<file path="src/rtl/sketch_hot_reporter.sv">
// Hot-address reporter: aligns request addresses with count-min sketch row counts,
// reduces them to a minimum, and queues a report when the minimum hits the threshold.
module sketch_hot_reporter #(
   parameter int unsigned NUM_HASH   = 4,
   parameter int unsigned ADDR_SIZE  = 22,
   parameter int unsigned CNT_SIZE   = 32,
   parameter int unsigned SKETCH_LAT = 3,
   parameter int unsigned FIFO_DEPTH = 8
) (
   input  logic                              clk,
   input  logic                              rst_n,
   input  logic                              query_rst_n,
   input  logic                              in_valid,
   input  logic [ADDR_SIZE-1:0]              in_addr,
   input  logic [NUM_HASH-1:0][CNT_SIZE-1:0] cnt_array,
   input  logic [CNT_SIZE-1:0]               threshold,
   output logic                              out_valid,
   input  logic                              out_ready,
   output logic [ADDR_SIZE-1:0]              out_addr,
   output logic [CNT_SIZE-1:0]               out_cnt,
   output logic [15:0]                       drop_cnt,
   output logic [$clog2(FIFO_DEPTH+1)-1:0]   fifo_level
);

   localparam int unsigned LOG   = $clog2(NUM_HASH);
   localparam int unsigned PW    = $clog2(FIFO_DEPTH);
   localparam int unsigned PTR_W = PW + 1;
   localparam int unsigned LVL_W = $clog2(FIFO_DEPTH + 1);

   logic                 qr_d1_d, qr_d1_q;
   logic                 clear_c;
   logic                 dl_v_d [SKETCH_LAT];
   logic                 dl_v_q [SKETCH_LAT];
   logic [ADDR_SIZE-1:0] dl_a_d [SKETCH_LAT];
   logic [ADDR_SIZE-1:0] dl_a_q [SKETCH_LAT];
   logic                 st_v_d [LOG];
   logic                 st_v_q [LOG];
   logic [ADDR_SIZE-1:0] st_a_d [LOG];
   logic [ADDR_SIZE-1:0] st_a_q [LOG];
   logic [CNT_SIZE-1:0]  node_c [2*NUM_HASH-2];
   logic [CNT_SIZE-1:0]  min_d  [NUM_HASH-1];
   logic [CNT_SIZE-1:0]  min_q  [NUM_HASH-1];
   logic                 hit_d, hit_q;
   logic [ADDR_SIZE-1:0] hit_addr_d, hit_addr_q;
   logic [CNT_SIZE-1:0]  hit_cnt_d, hit_cnt_q;
   logic [PTR_W-1:0]     wr_ptr_d, wr_ptr_q;
   logic [PTR_W-1:0]     rd_ptr_d, rd_ptr_q;
   logic [15:0]          drop_cnt_d, drop_cnt_q;
   logic [ADDR_SIZE-1:0] mem_addr_q [FIFO_DEPTH];
   logic [CNT_SIZE-1:0]  mem_cnt_q  [FIFO_DEPTH];
   logic                 empty_c, full_c, push_c, pop_c;

   // Min tree stored leaves-first: node_c[0..N-1] are the sketch rows, the rest are registers.
   // Node ordering is the reverse of a breadth-first heap, so each level is contiguous.
   for (genvar i = 0; i < NUM_HASH; i++) begin : g_leaf
      assign node_c[i] = cnt_array[i];
   end
   for (genvar k = 0; k < NUM_HASH-2; k++) begin : g_inner
      assign node_c[NUM_HASH+k] = min_q[k];
   end
   for (genvar k = 0; k < NUM_HASH-1; k++) begin : g_min
      localparam int unsigned R  = NUM_HASH - 2 - k;
      localparam int unsigned C0 = 2*NUM_HASH - 3 - 2*R;
      localparam int unsigned C1 = 2*NUM_HASH - 4 - 2*R;
      assign min_d[k] = (node_c[C0] < node_c[C1]) ? node_c[C0] : node_c[C1];
   end

   always_comb begin
      qr_d1_d = query_rst_n;
      clear_c = !rst_n || !qr_d1_q;

      dl_v_d[0] = in_valid;
      dl_a_d[0] = in_addr;
      for (int unsigned i = 1; i < SKETCH_LAT; i++) begin
         dl_v_d[i] = dl_v_q[i-1];
         dl_a_d[i] = dl_a_q[i-1];
      end

      st_v_d[0] = dl_v_q[SKETCH_LAT-1];
      st_a_d[0] = dl_a_q[SKETCH_LAT-1];
      for (int unsigned s = 1; s < LOG; s++) begin
         st_v_d[s] = st_v_q[s-1];
         st_a_d[s] = st_a_q[s-1];
      end

      // Counts step by one, so equality fires once per address per epoch.
      hit_d      = st_v_q[LOG-1] && (threshold != '0) && (min_q[NUM_HASH-2] == threshold);
      hit_addr_d = st_a_q[LOG-1];
      hit_cnt_d  = min_q[NUM_HASH-2];

      empty_c  = (wr_ptr_q == rd_ptr_q);
      full_c   = (wr_ptr_q[PW] != rd_ptr_q[PW]) && (wr_ptr_q[PW-1:0] == rd_ptr_q[PW-1:0]);
      pop_c    = !empty_c && out_ready;
      push_c   = hit_q && (!full_c || pop_c);
      wr_ptr_d = wr_ptr_q + PTR_W'(push_c);
      rd_ptr_d = rd_ptr_q + PTR_W'(pop_c);

      drop_cnt_d = drop_cnt_q;
      if (hit_q && !push_c && (drop_cnt_q != 16'hFFFF)) begin
         drop_cnt_d = drop_cnt_q + 16'd1;
      end

      out_valid  = !empty_c;
      out_addr   = out_valid ? mem_addr_q[rd_ptr_q[PW-1:0]] : '0;
      out_cnt    = out_valid ? mem_cnt_q[rd_ptr_q[PW-1:0]]  : '0;
      drop_cnt   = drop_cnt_q;
      fifo_level = LVL_W'(wr_ptr_q - rd_ptr_q);
   end

   always_ff @(posedge clk) begin
      if (!rst_n) begin
         qr_d1_q <= 1'b1;
      end else begin
         qr_d1_q <= qr_d1_d;
      end
   end

   // Pipeline and queue control; an epoch clear wipes everything in flight.
   always_ff @(posedge clk) begin
      if (clear_c) begin
         for (int unsigned i = 0; i < SKETCH_LAT; i++) begin
            dl_v_q[i] <= 1'b0;
            dl_a_q[i] <= '0;
         end
         for (int unsigned s = 0; s < LOG; s++) begin
            st_v_q[s] <= 1'b0;
            st_a_q[s] <= '0;
         end
         for (int unsigned k = 0; k < NUM_HASH-1; k++) begin
            min_q[k] <= '0;
         end
         hit_q      <= 1'b0;
         hit_addr_q <= '0;
         hit_cnt_q  <= '0;
         wr_ptr_q   <= '0;
         rd_ptr_q   <= '0;
         drop_cnt_q <= '0;
      end else begin
         dl_v_q     <= dl_v_d;
         dl_a_q     <= dl_a_d;
         st_v_q     <= st_v_d;
         st_a_q     <= st_a_d;
         min_q      <= min_d;
         hit_q      <= hit_d;
         hit_addr_q <= hit_addr_d;
         hit_cnt_q  <= hit_cnt_d;
         wr_ptr_q   <= wr_ptr_d;
         rd_ptr_q   <= rd_ptr_d;
         drop_cnt_q <= drop_cnt_d;
      end
   end

   always_ff @(posedge clk) begin
      if (push_c) begin
         mem_addr_q[wr_ptr_q[PW-1:0]] <= hit_addr_q;
         mem_cnt_q[wr_ptr_q[PW-1:0]]  <= hit_cnt_q;
      end
   end

endmodule

</file>
<file path="config.mk">
export PLATFORM = sky130hd
export DESIGN_NAME = sketch_hot_reporter
export DESIGN_NICKNAME = d
export VERILOG_FILES = /design/src/rtl/sketch_hot_reporter.sv
export SDC_FILE = /design/constraint.sdc
export NUM_CORES = 1
export LEC_CHECK = 0
export ABC_AREA = 0
export CORE_ASPECT_RATIO = 0.9
export CORE_MARGIN = 2
export CORE_UTILIZATION = 52
export CTS_CLUSTER_SIZE = 28
export DETAILED_ROUTE_END_ITERATION = 12
export PLACE_DENSITY_LB_ADDON = 0.1
export SLEW_MARGIN = 20
export SYNTH_ARGS = -nofsm -noshare
export SYNTH_HDL_FRONTEND = slang
export SYNTH_SLANG_ARGS = --single-unit
</file>
<file path="constraint.sdc">
create_clock -name clk -period 5.9 [get_ports clk]
set_input_delay 0.885 -clock clk [delete_from_list [all_inputs] [get_ports clk]]
set_output_delay 0.885 -clock clk [all_outputs]
set_load 0.01 [all_outputs]
</file>
==> metrics.md, run 1 <==
| Metric | Value |
|---|---|
| Result of the run | complete, no violations |
| Worst hold path endpoint | hit_addr_d[20]$_SDFF_PP0_ |
| Final weighted congestion in routability-driven placement | slightly below 0.9 |
| Via count of the first global-routing pass | 17040 |
| Starting density of the core | a little over half |
| Instance area after placement | between 30000 and 40000 um2 |
| Core area | between 50000 and 60000 um2 |
| Number of clock sinks seen by CTS | around 720 |
| Worst hold stages | 1 |
| Nets@finish | 2595 |
| TNS Setup | 0 ns |
| Initial antenna violation count | 17 |
| Area of the die | ~57000 um2 |
| Area of combinational cells with multiple inputs | roughly 9000 um2 |
| Total Wirelength | roughly 63 mm |
| Antenna Violating Nets Remaining | 0 |
| Top-level I/O count | between 200 and 300 |
| CP Class | reg -> out |
| Syn_nets | 2351 |
| DRC viols | 0 |
| Worst setup slack for register-to-register paths | 2.69 ns |
| Nature of the critical path startpoint | register |
| Number of enable flip-flop cells after synthesis | ~430 |
| Class of the most critical hold timing path | reg -> reg |
| Hold wc startpoint | st_a_d[20]$_SDFF_PP0_ |
| Fraction of layout cells with a size suffix above 1 | between 10% and 20% |
| FF/Latch Area | about 19000 um2 |
| Synthesized flop and latch total | about 720 |
| Mapped cell area | 28610 um2 |
| DP Worst Slack | ~1.6 ns |
| Highest fanout seen on the critical path | 37 |
| Total routing usage reported by global routing | between 20% and 30% |
| Count of mapped cells out of synthesis | just over 2000 |
| Setup repair after global routing missed its margin | false |
| Horizontal die dimension | 251.2 um |
| Number of fill cells in the layout | roughly 4100 |
| Routed via count | 16800 |
| Worst Path Arrival | roughly 3.6 ns |
| Sequential element share of the synthesized area | between 60 and 70% |
| Commonest cells after routing, fill and taps aside | sky130_fd_sc_hd__edfxtp_1 (432), sky130_fd_sc_hd__nand2_1 (330), sky130_fd_sc_hd__dfxtp_1 (287), sky130_fd_sc_hd__clkdlybuf4s50_1 (260), sky130_fd_sc_hd__and3_1 (178) |
| Total leakage power | roughly 12 nW |
| Worst IR Drop VDD | roughly 0.18 mV |
| Nature of the critical path endpoint | output pin |
| Met2 wire len | approximately 29 mm |
| Final number of setup-violating endpoints | 0 |
| Largest net degree at the start of global routing | 150 |
| Data required time of the critical path | between 5 and 6 ns |
| Ys async rst share | 0% |
| Critical R2R Launch | rd_ptr_q[1]$_SDFF_PP0_ |
| GRT Residual Overflow | 0 |
| Cell Rows | 81 |
| Clock buffer count from CTS | 73 |
| DPL Wire Length | 40.10 mm |
| Primary flip-flop cell chosen by synthesis mapping | sky130_fd_sc_hd__edfxtp_1 |
| Post-route fraction of the period consumed by the critical path | about three quarters |
| Unique cell type count in the Yosys netlist | 47 |
| WL met1 | 28.01 mm |
| Maximum capacitance violations | 0 |
| Insertion delay to the later sink of the worst-skew pair | slightly above 0.6 ns |
| Final Instance Area | ~34000 um2 |
| Commonest non-fill, non-tap cell in the layout | sky130_fd_sc_hd__edfxtp_1 |
| Final Hold Viols | 0 |
| First-pass iteration count of the detailed router | 5 |
| Max Clk Rate | around 220 MHz |
| Clock tree root driver cell | sky130_fd_sc_hd__clkbuf_16 |
| H-Tree Level Count | 3 |
| Worst r2r dst | mem_addr_q[4][1]$_DFFE_PP_ |
| Tmin final | approximately 4.5 ns |
| Buffer levels on the longest clock path | 3 |
| Die boundary height | 226.5 um |
| Wire length of the first global-routing pass | between 90 and 100 mm |
| Post-Syn Area per Cell | around 14 um2 |
| R2r worst-path depth | 7 |
| Port bufs | 261 |
| Area growth, synth to finish | 20.42% |
| Routed wire length per instance | around 20 um |
| Final setup slack of the worst path | 1.413 ns |
| Clock-pin transition on the worst setup and hold timing paths | around 0.060 ns |
| Quantity of hold-fixing buffers added after cts | 0 |
| TritonCTS clock tree | built |
| Power density over cell area | about 310 nW/um2 |
| Via count normalized by instance count | approximately 5.5 |
| Clock tree skew after final layout | 0.01957 ns |
| DR WL met3 | 4.196 mm |
| Uppermost metal layer occupied by signal nets | met5 |
| Slew margin rel. | 30.04% |
| Slew Limit Fails | 0 |
| Warnings from Yosys | 0 |
| Initial DRC Count | roughly 1200 |
| Post-CTS setup buffers | 0 |
| Number of instances resized during post-cts repair | 0 |
| Worst Max-Slew Pin Slew | ~1.0 ns |
| Final core occ | a little under two thirds |
==> layer usage <==
metal,vias up,global-route usage (%)
li1,8010,-
met1,8160,30.95
met2,503,35.45
met3,115,4.913
met4,10,8.045
met5,-,0
==> cell usage after synthesis, types with 6 or more instances <==
library cell	number	area, um2
sky130_fd_sc_hd__a21o_1	8	60.06
sky130_fd_sc_hd__a21oi_1	90	450.4
sky130_fd_sc_hd__and3_1	178	1114
sky130_fd_sc_hd__and4_1	10	87.58
sky130_fd_sc_hd__buf_1	18	67.56
sky130_fd_sc_hd__buf_4	9	67.56
sky130_fd_sc_hd__clkbuf_1	81	304.0
sky130_fd_sc_hd__dfxtp_1	291	5826
sky130_fd_sc_hd__edfxtp_1	432	12970
sky130_fd_sc_hd__ha_1	101	1264
sky130_fd_sc_hd__inv_1	100	375.4
sky130_fd_sc_hd__mux2i_1	97	970.9
sky130_fd_sc_hd__mux4_2	108	2432
sky130_fd_sc_hd__nand2_1	330	1239
sky130_fd_sc_hd__nand2b_1	6	37.54
sky130_fd_sc_hd__nand3_1	14	70.07
sky130_fd_sc_hd__nand4_1	21	131.4
sky130_fd_sc_hd__nor2_1	35	131.4
sky130_fd_sc_hd__nor3_1	7	35.03
sky130_fd_sc_hd__nor4_1	13	81.33
sky130_fd_sc_hd__o21ai_0	19	95.09
sky130_fd_sc_hd__xnor2_1	25	219.0
sky130_fd_sc_hd__xor2_1	27	236.5
==> cell type report <==
cell class                      instances  area share, %
Inverter                              101          1.101
Tap cell                              705          2.561
Clock buffer                          112          6.284
Timing Repair Buffer                  283          8.282
Sequential cell                       723          54.61
Multi-Input combinational cell       1124          26.25
Antenna cell                           11        0.07991
Clock inverter                         23         0.8318
==> worst max-delay path by stage <==
stage	startpoint	end	slack, ns	depth (start not counted)
global placement	cnt_array[5]	min_q[92]$_SDFF_PP0_	1.75	10
detailed placement	cnt_array[27]	min_q[88]$_SDFF_PP0_	1.59	9
global route	rd_ptr_q[1]$_SDFF_PP0_	out_cnt[25]	1.23	6
CTS	rd_ptr_q[1]$_SDFF_PP0_	out_cnt[25]	1.15	5
floorplan	rd_ptr_q[1]$_SDFF_PP0_	mem_addr_q[1][0]$_DFFE_PP_	0.003	8
finish	rd_ptr_q[1]$_SDFF_PP0_	out_cnt[25]	1.41	6
==> registers in the layout, indices dropped and copies added, names as in the netlist, 32 cells and up <==
register	count
mem_addr_q	176
hit_cnt_q	32
min_q	64
hit_cnt_d	32
dl_a_d	44
mem_cnt_q	256
==> metrics by stage <==
stage	cells	power (mW)	hold WS, ns
after floorplan	2062	5.944	0.4219
after global placement	2935	6.198	0.4453
after detailed placement	2935	6.219	0.4505
after CTS	3070	10.83	0.4517
after global routing	3078	11.11	0.4694
final	3082	10.74	0.4531
==> critical path: stages, from the launching register on <==
cell                              delay [ns]
sky130_fd_sc_hd__dfxtp_4                0.74
sky130_fd_sc_hd__inv_1                  0.10
sky130_fd_sc_hd__ha_1                   0.34
sky130_fd_sc_hd__and4_2                 0.68
sky130_fd_sc_hd__buf_4                  0.43
sky130_fd_sc_hd__a21oi_1                0.17
sky130_fd_sc_hd__clkdlybuf4s50_1        0.51
==> power breakdown <==
part	internal [mW]	leakage [nW]	total (mW)	switching (mW)
Combinational	0.321	5.77	0.645	0.324
Clock	2.77	1.21	4.62	1.86
Sequential	5.40	5.37	5.47	0.0696
==> kinds of logic (layout without fill, tap and decap cells) <==
family / count (synthesis) / in the layout / synth area share (%)
flops: 723 / 723 / 65.71
mux: 205 / 205 / 11.90
xor+xnor: 52 / 52 / 1.592
other cells: 0 / 11 / 0
fa+ha+maj: 102 / 102 / 4.488
buf+inv: 215 / 519 / 2.965
compound gates: 140 / 140 / 2.826
simple gates: 625 / 625 / 10.52
No activity file was read; power rests on OpenSTA's default activity.
==> run 2, diff against run 1 <==
Clock period 5.9 ns to 3.95 ns, I/O delays scaled along.
==> run 2 against run 1 <==
Via count up 0.82%; core utilization rose by 0.17 points; cell area is 0.27% higher; critical path type unchanged; combinational power is 49% higher; clock-buffer cell count down 1; sequential cell count is the same; largest cell class unchanged; sequential power up 50%.
==> metrics.md, run 2 (same netlist as run 1, synthesis figures left out) <==
| Metric | Value |
|---|---|
| Port bufs | 261 (unchanged) |
| Final number of setup-violating endpoints | 0 (unchanged) |
| Slew Limit Fails | 0 (unchanged) |
| Slew margin rel. | 35.83% (+5.8 points) |
| Power density over cell area | 458.2 nW/um2 (+47%) |
| Cell Rows | 81 (unchanged) |
| Post-route fraction of the period consumed by the critical path | 93.92% |
| Initial DRC Count | 1144 (-6.1%) |
| Maximum capacitance violations | 0 (unchanged) |
| Max Clk Rate | 269.5 MHz |
| Data required time of the critical path | 3.36 ns (-1.66 ns) |
| Commonest cells after routing, fill and taps aside | sky130_fd_sc_hd__edfxtp_1 (432), sky130_fd_sc_hd__nand2_1 (330), sky130_fd_sc_hd__dfxtp_1 (287), sky130_fd_sc_hd__clkdlybuf4s50_1 (260), sky130_fd_sc_hd__and3_1 (178) |
| Area of the die | 56910 um2 (unchanged) |
| Fraction of layout cells with a size suffix above 1 | 11.26% (+0.14 points) |
| Tmin final | 3.710 ns |
| Clock-pin transition on the worst setup and hold timing paths | 0.06 ns (about the same) |
| Slowest CP cell | sky130_fd_sc_hd__clkdlybuf4s50_1 |
| Insertion delay to the later sink of the worst-skew pair | 0.60 ns (about the same) |
| Post-CTS setup buffers | 0 (unchanged) |
| Largest net degree at the start of global routing | 136 (-9.3%) |
| Worst Path Arrival | 3.12 ns (-0.48 ns) |
| Area growth, synth to finish | 20.74% |
| GRT Residual Overflow | 0 (unchanged) |
| FF/Latch Area | 18810 um2 (unchanged) |
| Instance area after placement | 32160 um2 (+0.71%) |
| Class of the most critical hold timing path | reg -> reg |
| Initial antenna violation count | 15 (-2) |
| Wire length of the first global-routing pass | 99.10 mm (+2.0%) |
| H-Tree Level Count | 3 (unchanged) |
| First-pass iteration count of the detailed router | 5 (unchanged) |
| CP Class | reg -> out |
| Top-level I/O count | 262 (unchanged) |
| Nature of the critical path startpoint | register |
| Die boundary height | 226.5 um (unchanged) |
| Setup repair after global routing missed its margin | false |
| Via count of the first global-routing pass | 16860 (-1.1%) |
| Worst-path cell chain | inv_1 -> ha_1 -> and4_2 -> buf_4 -> a21oi_1 -> clkdlybuf4s50_1 |
| Antenna Violating Nets Remaining | 0 (unchanged) |
| Total Wirelength | 64.83 mm (+2.4%) |
| Final Hold Viols | 0 (unchanged) |
| Total routing usage reported by global routing | 23.09% (+0.63 points) |
| Design Power | 15.82 mW (+47%) |
| Core area | 54320 um2 (unchanged) |
| Clock tree root driver cell | sky130_fd_sc_hd__clkbuf_16 |
| Total leakage power | 12.37 nW (+0.17%) |
| Number of flip-flops in the largest register | 256 (unchanged) |
| DRC viols | 0 (unchanged) |
| Nature of the critical path endpoint | output pin |
| DPL Wire Length | 41.70 mm (+4.0%) |
| Starting density of the core | 52.66% (unchanged) |
| Worst stage delay on the critical path | 0.61 ns (-0.13 ns) |
| Via count normalized by instance count | 5.495 (+0.82%) |
| Number of fill cells in the layout | 4032 (-1.6%) |
| Placed Cells incl. Taps | 2945 (+0.34%) |
| Nets@finish | 2603 (+0.31%) |
| Routed via count | 16940 (+0.82%) |
| TritonCTS clock tree | built |
| Count of placed standard cells in the final layout, fillers left out | 3082 (unchanged) |
| TNS Setup | 0 ns (unchanged) |
| Quantity of hold-fixing buffers added after cts | 0 (unchanged) |
| Number of clock sinks seen by CTS | 723 (unchanged) |
| Combined buffer and inverter count along the critical path | 3 (unchanged) |
| Buffer levels on the longest clock path | 3 (unchanged) |
| Final weighted congestion in routability-driven placement | 0.8825 (+0.34%) |
| Area of combinational cells with multiple inputs | 9056 um2 (+0.14%) |
| Clock buffer count from CTS | 72 (-1.4%) |
| Final Instance Area | 34540 um2 (+0.27%) |
| Highest fanout seen on the critical path | 19 (-49%) |
| Result of the run | complete, no violations |
| Routed wire length per instance | 21.04 um (+2.4%) |
| Horizontal die dimension | 251.2 um (unchanged) |
| Worst Max-Slew Pin Slew | 0.9625 ns (-0.08442 ns) |
| Clock tree skew after final layout | 0.01939 ns (-0.0001810 ns) |
| Cell family with most CP delay | buffers and inverters |
| Worst IR Drop VDD | 0.2982 mV (+69%) |
| Commonest non-fill, non-tap cell in the layout | sky130_fd_sc_hd__edfxtp_1 |
| Number of instances resized during post-cts repair | 0 (unchanged) |
## run 2: cell types whose count changed in the layout (fill, tap and decap cells not counted), sizes merged
cell | before | now
bufinv | 5 | 2
inv | 106 | 101
diode | 11 | 5
clkinvlp | 0 | 1
clkinv | 13 | 18
buf | 23 | 32
clkbuf | 112 | 111
## run 2: through the flow
step           setup WS [ns]  hold WS (ns)  utilization, %
4_1_cts               0.2070        0.4587           63.56
5_1_grt               0.1158        0.4737           63.57
2_1_floorplan        -0.4981        0.4219               -
3_3_place_gp          0.4547        0.4469           59.20
3_5_place_dp          0.4296        0.4496           59.20
6_report              0.2400        0.4564           63.58
## run 2: area by class of cell
type	count	share of cell area [%]
sequential	723	54.46
timing repair buffer	292	8.774
multi-input combinational	1124	26.22
clock inverter	21	0.5035
antenna	5	0.03623
clock buffer	111	6.354
inverter	101	1.098
tap	705	2.554
## run 2: path summary, 6_finish.rpt
check	start	endpoint	slack, ns	depth (start not counted)
worst max-delay path	rd_ptr_q[1]$_SDFF_PP0_	out_cnt[26]	0.24	6
worst min-delay path	hit_addr_d[21]$_SDFF_PP0_	hit_addr_q[21]$_SDFF_PP0_	0.46	1
worst max register to register	min_q[70]$_SDFF_PP0_	hit_cnt_d[15]$_SDFF_PP0_	1.11	9
worst min register to register	hit_addr_d[21]$_SDFF_PP0_	hit_addr_q[21]$_SDFF_PP0_	0.46	1
## run 2: worst register-to-register path, delay by kind of cell (launching register included)
| kind | cells | cell delay, ns |
|---|---|---|
| compound gates | 5 | 1.20 |
| fa+ha+maj | 1 | 0.28 |
| buf+inv | 2 | 0.52 |
| flops | 1 | 0.35 |
| mux | 1 | 0.39 |
## run 2: routing by layer
layer	vias to the layer above	track usage, %	part of all wire [%]
li1	8021	-	-
met2	480	36.29	47
met5	-	0	0.18
met4	18	7.162	2.5
met3	129	5.269	5.8
met1	8287	32.27	45
## run 2: where the power goes
group          total [mW]  internal (mW)  switching, mW
Clock                6.69           3.97           2.72
Combinational       0.961          0.484          0.477
Sequential           8.18           8.07          0.109
==> run 3, diff against run 2 <==
Settings changed: CORE_MARGIN 2 to not set, SKIP_CTS_REPAIR_TIMING set to 1.
==> run 3 against run 2 <==
Routed wire length is 2.3% lower; core utilization is 0.17 points lower; sequential cell count unchanged; register-to-register slack about the same; maximum frequency grew 0.46%; global-route usage decreased by 0.41 points.
==> metrics.md, run 3 (same netlist as run 1, synthesis figures left out) <==
| Metric | Value |
|---|---|
| Number of clock sinks seen by CTS | 723 (unchanged) |
| Clock network fraction of total power | 42.2% (about the same) |
| DP Worst Slack | 0.3102 ns (-0.1194 ns) |
| Routed wire length per instance | 20.62 um (-2.0%) |
| Antenna Violating Nets Remaining | 0 (unchanged) |
| Data required time of the critical path | 3.36 ns (about the same) |
| Critical R2R Launch | min_q[70]$_SDFF_PP0_ |
| Port bufs | 261 (unchanged) |
| Clock buffer count from CTS | 71 (-1.4%) |
| Tmin final | 3.693 ns (-0.01708 ns) |
| Post-route fraction of the period consumed by the critical path | 93.49% (-0.43 points) |
| Power share of the combinational group | 6.1% (about the same) |
| Via count normalized by instance count | 5.465 (-0.54%) |
| Final setup slack of the worst path | 0.2571 ns (+0.01708 ns) |
| Via count of the first global-routing pass | 16930 (+0.39%) |
| Number of flip-flops in the largest register | 256 (unchanged) |
| Worst hold stages | 2 (+1) |
| Power density over cell area | 459.0 nW/um2 (+0.18%) |
| Hold wc startpoint | st_v_q[0]$_SDFF_PP0_ |
| Switching part of the total | 21.09% (+0.18 points) |
| Clock tree root driver cell | sky130_fd_sc_hd__clkbuf_16 |
| TritonCTS clock tree | built |
| Routed via count | 16800 (-0.83%) |
| Worst Max-Slew Pin Slew | 0.8709 ns (-0.09161 ns) |
| Slew margin rel. | 41.94% (+6.1 points) |
| Grt peak-use layer | met2 |
| Final number of setup-violating endpoints | 0 (unchanged) |
| Starting density of the core | 52.66% (unchanged) |
| Cell Rows | 81 (unchanged) |
| Total Wirelength | 63.37 mm (-2.3%) |
| Commonest cells after routing, fill and taps aside | sky130_fd_sc_hd__edfxtp_1 (432), sky130_fd_sc_hd__nand2_1 (330), sky130_fd_sc_hd__dfxtp_1 (287), sky130_fd_sc_hd__clkdlybuf4s50_1 (260), sky130_fd_sc_hd__and3_1 (178) |
| CP Class | reg -> out |
| Top-level I/O count | 262 (unchanged) |
| Result of the run | complete, no violations |
| Core area | 54320 um2 (unchanged) |
| Buffer levels on the longest clock path | 3 (unchanged) |
| Slew Limit Fails | 0 (unchanged) |
| Worst hold path endpoint | hit_q$_SDFF_PP0_ |
| Initial antenna violation count | 16 (+1) |
| Largest net degree at the start of global routing | 121 (-11%) |
| Total routing usage reported by global routing | 22.68% (-0.41 points) |
| First-pass iteration count of the detailed router | 5 (unchanged) |
| Design Power | 15.81 mW (about the same) |
| Final Hold Viols | 0 (unchanged) |
| Internal cell power | 12.48 mW (-0.33%) |
| R2r worst-path depth | 9 (unchanged) |
| Clock-pin transition on the worst setup and hold timing paths | 0.06 ns (about the same) |
| Max Clk Rate | 270.8 MHz (+0.46%) |
| Nature of the critical path endpoint | output pin |
| Met3 GRT Util | 4.409% (-0.86 points) |
| Area of the die | 55960 um2 (-1.7%) |
| Class of the most critical hold timing path | reg -> reg |
| DPL Wire Length | 39.89 mm (-4.3%) |
| Psw | 3.334 mW (+0.77%) |
| Insertion delay to the later sink of the worst-skew pair | 0.60 ns (about the same) |
| Met1 Usage GRT | 31.77% (-0.51 points) |
| Clock tree skew after final layout | 0.01897 ns (-0.0004204 ns) |
| Maximum capacitance violations | 0 (unchanged) |
| Worst setup slack for register-to-register paths | 1.10 ns (about the same) |
| Die boundary height | 224.5 um (-0.88%) |
| Total leakage power | 12.33 nW (-0.39%) |
| Setup repair after global routing missed its margin | false |
| GRT Residual Overflow | 0 (unchanged) |
| Nets@finish | 2595 (-0.31%) |
| Met2 layer usage reported by global route | 35.62% (-0.67 points) |
| Commonest non-fill, non-tap cell in the layout | sky130_fd_sc_hd__edfxtp_1 |
| Initial DRC Count | 1105 (-3.4%) |
| Fraction of layout cells with a size suffix above 1 | 11.00% (-0.26 points) |
| Sequential group share of total power | 51.7% (about the same) |
| Worst r2r dst | hit_cnt_d[12]$_SDFF_PP0_ |
| Area growth, synth to finish | 20.41% |
| Highest fanout seen on the critical path | 56 (+37) |
| Final weighted congestion in routability-driven placement | 0.9152 (+3.7%) |
| Horizontal die dimension | 249.2 um (-0.80%) |
| Wire length of the first global-routing pass | 96.03 mm (-3.1%) |
| Nature of the critical path startpoint | register |
| H-Tree Level Count | 3 (unchanged) |
| DRC viols | 0 (unchanged) |
| Worst IR Drop VDD | 0.3022 mV (+1.4%) |
| Worst Path Arrival | 3.10 ns (-0.02 ns) |
## run 3: critical path, stage by stage (launching register included)
cell and delay, ns:
sky130_fd_sc_hd__dfxtp_4 0.60, sky130_fd_sc_hd__inv_1 0.09, sky130_fd_sc_hd__ha_1 0.33, sky130_fd_sc_hd__and4_2 0.26, sky130_fd_sc_hd__buf_12 0.23, sky130_fd_sc_hd__a21oi_1 0.37
sky130_fd_sc_hd__clkdlybuf4s50_1 0.62
## run 3: stage by stage
stage / area (um2) / setup TNS (ns) / instances / util, % / hold slack, ns
finish: 34450 / 0 / 3073 / 63.41 / 0.4493
global route: 34450 / 0 / 3073 / 63.41 / 0.4730
CTS: 34440 / 0 / 3069 / 63.39 / 0.4530
detailed placement: 32110 / 0 / 2938 / 59.10 / 0.4421
global placement: 32110 / 0 / 2938 / 59.10 / 0.4458
floorplan: 28620 / -191.68 / 2062 / - / 0.4219
## run 3: cell type report
class                           instances  area [um2]
Fill cell                            4056       19880
Sequential cell                       723       18810
Multi-Input combinational cell       1124        9056
Timing Repair Buffer                  285        2978
Clock buffer                           92        1969
Tap cell                              705       882.1
Inverter                              101       379.1
Clock inverter                         39       360.3
Antenna cell                            4       10.01
## run 3: worst max-delay path by stage
stage | from | endpoint | slack (ns) | cells past startpoint
floorplan | rd_ptr_q[1]$_SDFF_PP0_ | mem_addr_q[7][0]$_DFFE_PP_ | -0.50 | 8
global placement | cnt_array[89] | min_q[63]$_SDFF_PP0_ | 0.41 | 10
CTS | rd_ptr_q[1]$_SDFF_PP0_ | out_cnt[21] | 0.22 | 6
detailed placement | cnt_array[89] | min_q[58]$_SDFF_PP0_ | 0.31 | 10
global route | rd_ptr_q[1]$_SDFF_PP0_ | out_cnt[24] | 0.19 | 5
finish | rd_ptr_q[1]$_SDFF_PP0_ | out_cnt[24] | 0.26 | 6
## run 3: routing by layer
| metal | up-vias | part of all wire, % | wire length (um) |
|---|---|---|---|
| met5 | - | 0.18 | 116 |
| met4 | 18 | 2.7 | 1692 |
| met3 | 112 | 6.2 | 3930 |
| met2 | 476 | 46 | 28920 |
| met1 | 8192 | 45 | 28710 |
| li1 | 7997 | - | - |
## run 3: power groups by stage
| stage | Clock [mW] | Sequential (mW) | Combinational (mW) |
|---|---|---|---|
| after global placement | 0 | 8.33 | 0.936 |
| after detailed placement | 0 | 8.34 | 0.959 |
| after global routing | 7.11 | 8.19 | 1.06 |
| final | 6.68 | 8.17 | 0.958 |
| after CTS | 6.81 | 8.18 | 0.962 |
| after floorplan | 0 | 8.29 | 0.593 |
